===== src/rtl/arb_pkg.sv =====
// Shared types and constants for the eight-way round-robin arbiter.
package arb_pkg;

    typedef enum logic {
        IDLE  = 1'b0,
        GRANT = 1'b1
    } state_t;

    localparam int NREQ = 8;
    localparam int IDXW = 3;

endpackage


===== src/rtl/decod3to8_en.sv =====
// Dataflow 3-to-8 decoder with enable; output is all-zero when disabled.
module decod3to8_en
    import arb_pkg::*;
(
    input  logic            i_en,
    input  logic [IDXW-1:0] i_idx,
    output logic [NREQ-1:0] o_dec
);

    assign o_dec = i_en ? (NREQ'(1) << i_idx) : '0;

endmodule


===== src/rtl/rr_arb8_decod.sv =====
// Eight-way round-robin arbiter with request/hold/release sequencing,
// optional hold timeout and a one-hot grant bus from a 3-to-8 decoder.
module rr_arb8_decod
    import arb_pkg::*;
#(
    parameter int MAX_HOLD = 16,
    parameter int CW       = 5
)(
    input  logic            clk,
    input  logic            rst_n,
    input  logic [NREQ-1:0] req,
    input  logic            done,
    output logic [NREQ-1:0] gnt,
    output logic [IDXW-1:0] gnt_idx,
    output logic            gnt_valid,
    output logic            timeout
);

    localparam bit            TO_EN     = (MAX_HOLD != 0);
    localparam logic [CW-1:0] HOLD_LAST = TO_EN ? CW'(MAX_HOLD - 1) : '0;
    localparam logic [CW-1:0] CNT_MAX   = '1;

    state_t          r_state;
    logic [CW-1:0]   r_cnt;
    logic [IDXW-1:0] r_ptr;
    logic [IDXW-1:0] r_gnt_idx;
    logic            r_gnt_valid;

    state_t          w_nxt_state;
    logic [CW-1:0]   w_nxt_cnt;
    logic [IDXW-1:0] w_nxt_ptr;
    logic [IDXW-1:0] w_nxt_idx;
    logic            w_nxt_valid;
    logic            w_timeout;
    logic            w_hold_hit;

    logic [NREQ-1:0] w_rot;
    logic [IDXW-1:0] w_off;
    logic [IDXW-1:0] w_sel;

    // Rotate so that bit 0 of w_rot is requester r_ptr; lowest set bit wins.
    assign w_rot = (req >> r_ptr) | (req << (4'(NREQ) - {1'b0, r_ptr}));

    always_comb begin
        w_off = '0;
        for (int i = NREQ - 1; i >= 0; i--) begin
            if (w_rot[i]) w_off = IDXW'(i);
        end
    end

    assign w_sel = r_ptr + w_off;

    always_comb begin
        w_nxt_state = r_state;
        w_nxt_cnt   = r_cnt;
        w_nxt_ptr   = r_ptr;
        w_nxt_idx   = r_gnt_idx;
        w_nxt_valid = r_gnt_valid;
        w_timeout   = 1'b0;
        w_hold_hit  = 1'b0;
        case (r_state)
            IDLE: begin
                if (|req) begin
                    w_nxt_idx   = w_sel;
                    w_nxt_valid = 1'b1;
                    w_nxt_cnt   = '0;
                    w_nxt_state = GRANT;
                end
            end
            GRANT: begin
                w_nxt_cnt  = (r_cnt == CNT_MAX) ? r_cnt : r_cnt + 1'b1;
                w_hold_hit = TO_EN && (r_cnt == HOLD_LAST);
                w_timeout  = w_hold_hit;
                if (done || !req[r_gnt_idx] || w_hold_hit) begin
                    w_nxt_state = IDLE;
                    w_nxt_valid = 1'b0;
                    w_nxt_ptr   = r_gnt_idx + 1'b1;
                end
            end
            default: begin
                w_nxt_state = IDLE;
                w_nxt_valid = 1'b0;
            end
        endcase
    end

    always_ff @(posedge clk or negedge rst_n) begin
        if (!rst_n) begin
            r_state     <= IDLE;
            r_cnt       <= '0;
            r_ptr       <= '0;
            r_gnt_idx   <= '0;
            r_gnt_valid <= 1'b0;
        end else begin
            r_state     <= w_nxt_state;
            r_cnt       <= w_nxt_cnt;
            r_ptr       <= w_nxt_ptr;
            r_gnt_idx   <= w_nxt_idx;
            r_gnt_valid <= w_nxt_valid;
        end
    end

    decod3to8_en u_decod (
        .i_en  (r_gnt_valid),
        .i_idx (r_gnt_idx),
        .o_dec (gnt)
    );

    assign gnt_idx   = r_gnt_idx;
    assign gnt_valid = r_gnt_valid;
    assign timeout   = w_timeout;

endmodule


===== config.mk =====
export PLATFORM = sky130hd
export DESIGN_NAME = rr_arb8_decod
export DESIGN_NICKNAME = d
export VERILOG_FILES = /design/src/rtl/arb_pkg.sv /design/src/rtl/decod3to8_en.sv /design/src/rtl/rr_arb8_decod.sv
export SDC_FILE = /design/constraint.sdc
export NUM_CORES = 1
export LEC_CHECK = 0
export ABC_AREA = 0
export CAP_MARGIN = 10
export CORE_ASPECT_RATIO = 0.7
export CORE_MARGIN = 5
export CORE_UTILIZATION = 55
export CTS_BUF_LIST = sky130_fd_sc_hd__clkbuf_2
export DETAILED_ROUTE_END_ITERATION = 8
export GPL_ROUTABILITY_DRIVEN = 0
export HOLD_SLACK_MARGIN = 0.05
export PLACE_DENSITY_LB_ADDON = 0.2
export SLEW_MARGIN = 20
export SYNTH_ARGS = -nofsm -noshare
export SYNTH_HDL_FRONTEND = slang
export SYNTH_SLANG_ARGS = --single-unit

===== constraint.sdc =====
create_clock -name clk -period 4.5 [get_ports clk]
set_input_delay 0.45 -clock clk [delete_from_list [all_inputs] [get_ports clk]]
set_output_delay 0.45 -clock clk [all_outputs]
set_load 0.05 [all_outputs]

==> results.toml <==
[run_status]
status = "finished clean"

[critical_path]
cp_max_fo = 14
worstSetupPathType = "register to register"
cp-end-kind = "register"
r2r_cells = 15
worstPathArrival_ns = 4.27
startpoint_type = "register"
cp_data_required_time_ns = 4.67

[die]
die_height_microns = 55.01
die_x_microns = 74.30
die_area_sq_um = 4087
core_area_sq_um = 2783
initial_core_util = 0.5719
rows = 16
io-pin-count = 24

[synth]
synth_ff_type = "dfrtp_1"
synth_cells = 183
yosysSeqAreaShare = 0.2044
async_flop_share = 1.000
yosysWarnings = 0
syn_nets = 206
syn_avg_cell_area_sq_um = 8.697
ys_ff_latch = 13
ys_types = 51
syn_area_sq_um = 1592
synth_edf_count = 0

[cts]
hold_buffers = 0
cts_buffers = 3
post-cts-setup-buffers = 0
htree_levels = 1
cts_tree = "yes"
clock-sinks = 13
clk_pin_slew_ns = 0.14
clk_path_buf_depth = 2
clk-insertion-delay-late_ns = 0.28
cts_resized = 0
cts_root_buf = "clkbuf_2"

[sta]
max_freq_mhz = 243.9
rsz0062_at_grt = "no"
min_period_ns = 4.100
slew_violations = 0
tightest_slew_ns = 0.6058
maxSlewHeadroom = 0.5949
fin_ws_ns = 0.3999
fin_setup_tns_ns = 0
clock_skew_ns = 0.008703
hold_viol_final = 0
fin_crit_sh = 0.9111
finalSetupViolCount = 0
whs_ns = 0.5281

[placement]
dpl_worst_slack_ns = 0.4652
dp_cells = 233
numPortBuffers = 23
placed_cell_area_sq_um = 1812
hpwl_mm = 2.996

[power_and_ir_drop]
seqPwrFrac = 0.190
total_power_mw = 1.442
p_sw_frac = 0.5442
p_int_uw = 657.0
ir_worst_vdd_mv = 0.3051
pwr-share-comb = 0.768
p_clk_frac = 0.043
powerDensity_nw_per_um2 = 787.0
leakage_nw = 0.7670
p_switching_uw = 784.6

[routing]
drt_iter0_markers = 129
postRouteAntennaNets = 0
dr.pass1.iters = 4
avgRoutedWirePerCell_microns = 16.16
num_vias = 1477
drc = 0
routed_wl_mm = 3.829
post_drt_via_cell_ratio = 6.232

[job]
cap_violations = 0

[global_routing]
grt_overflow_total = 0
grtUsageTotal = 0.2085
grt_first_pass_wirelength_mm = 6.520
grt_pass1_vias = 1426
grt_antenna_before_repair = 0
grt_max_degree = 30

[layout]
drive_gt1_frac = 0.07960
stdcell_count = 237
nets = 225
syn2layout_area_growth_pct = 15.09
diodes = 0
fin_util = 0.6583
final_area_sq_um = 1832

[min_path]
hold_path.class = "primary input to asynchronous set/reset pin"
==> kinds of logic (layout without fill, tap and decap cells) <==
kind of cell    Yosys count  after routing  share of synthesized area
compound gates           44             44                     0.2068
xor+xnor                  2              2                    0.01101
fa+ha+maj                12             12                    0.09906
buf+inv                  25             43                    0.07468
flops                    13             13                     0.2044
mux                      22             22                     0.1981
simple gates             65             65                     0.2060
==> cells in the final DEF, fill, tap and decap left out, types with 4 or more instances in the layout <==
| master | netlist | final |
|---|---|---|
| a21oi_1 | 5 | 5 |
| nand2_1 | 18 | 18 |
| a22oi_1 | 4 | 4 |
| nor3_1 | 4 | 4 |
| o21ai_0 | 8 | 8 |
| mux2i_1 | 12 | 12 |
| nor2_1 | 17 | 17 |
| ha_1 | 11 | 11 |
| dfrtp_1 | 13 | 13 |
| and3_1 | 4 | 4 |
| nand2b_1 | 6 | 6 |
| clkdlybuf4s50_1 | 0 | 23 |
| inv_1 | 15 | 15 |
| mux4_2 | 6 | 6 |
==> power groups by stage <==
stage          clock [mW]  combinational [mW]  sequential (mW)
3_3_place_gp            0                1.06            0.269
2_1_floorplan           0               0.862            0.286
5_1_grt            0.0700                1.21            0.288
4_1_cts            0.0632                1.10            0.272
3_5_place_dp            0                1.10            0.274
6_report           0.0614                1.11            0.274
==> flip-flops by register name (all words and copies together), names as in the netlist <==
name       flops
r_cnt          5
gnt_idx        3
r_ptr          3
gnt_valid      1
r_state        1
==> critical path, stage by stage, from the launching register on <==
cell	delay, ns
dfrtp_1	0.64
inv_1	0.17
ha_1	0.58
mux2_1	0.41
o22ai_1	0.14
a311oi_1	0.07
o32ai_1	0.51
nand2b_1	0.13
a31o_1	0.24
a21boi_1	0.14
ha_1	0.16
inv_1	0.05
fa_1	0.37
xnor2_1	0.14
xnor2_1	0.17
o21ai_1	0.07
==> final cells by class <==
cell class / count / area (sq um)
tap: 36 / 45.04
clock buffer: 3 / 15.01
timing repair buffer: 24 / 237.7
inverter: 15 / 56.30
fill: 245 / 950.9
clock inverter: 1 / 5.005
multi-input combinational: 145 / 1147
sequential: 13 / 325.3
==> cells in the mapped netlist, drive strengths merged (3+ instances only) <==
library cell  instances  share of area
and3                  4          0.016
a21oi                 5          0.016
buf                   6          0.030
nand2b                6          0.024
ha                   11          0.086
a22oi                 4          0.019
o21ai                11          0.037
nor2                 17          0.040
inv                  15          0.035
mux2i                12          0.075
mux2                  3          0.021
clkbuf                4         0.0094
o22ai                 3          0.012
mux4                  7           0.10
nor4                  3          0.012
nor3                  4          0.013
dfrtp                13           0.20
and2                  3          0.012
o31ai                 3          0.014
nand2                18          0.042
==> layer usage <==
layer,vias to the layer above,track usage,routed length (microns)
li1,711,-,-
met1,690,0.2946,1736
met2,70,0.3250,1684
met3,6,0.04332,356
met4,0,0.05917,53
met5,-,0,0
==> path summary, 6_finish.rpt <==
check / start / end / slack [ns]
worst max register to register: r_ptr[1] / gnt_idx[2] / 0.40
worst max-delay path: r_ptr[1] / gnt_idx[2] / 0.40
min in group clk: r_cnt[0] / r_cnt[0] / 0.53
max in group asynchronous: rst_n / gnt_idx[0] / 3.57
worst min-delay path: rst_n / r_cnt[4] / 0.53
worst min register to register: r_cnt[0] / r_cnt[0] / 0.53
Power figures use the tool's default switching activity.
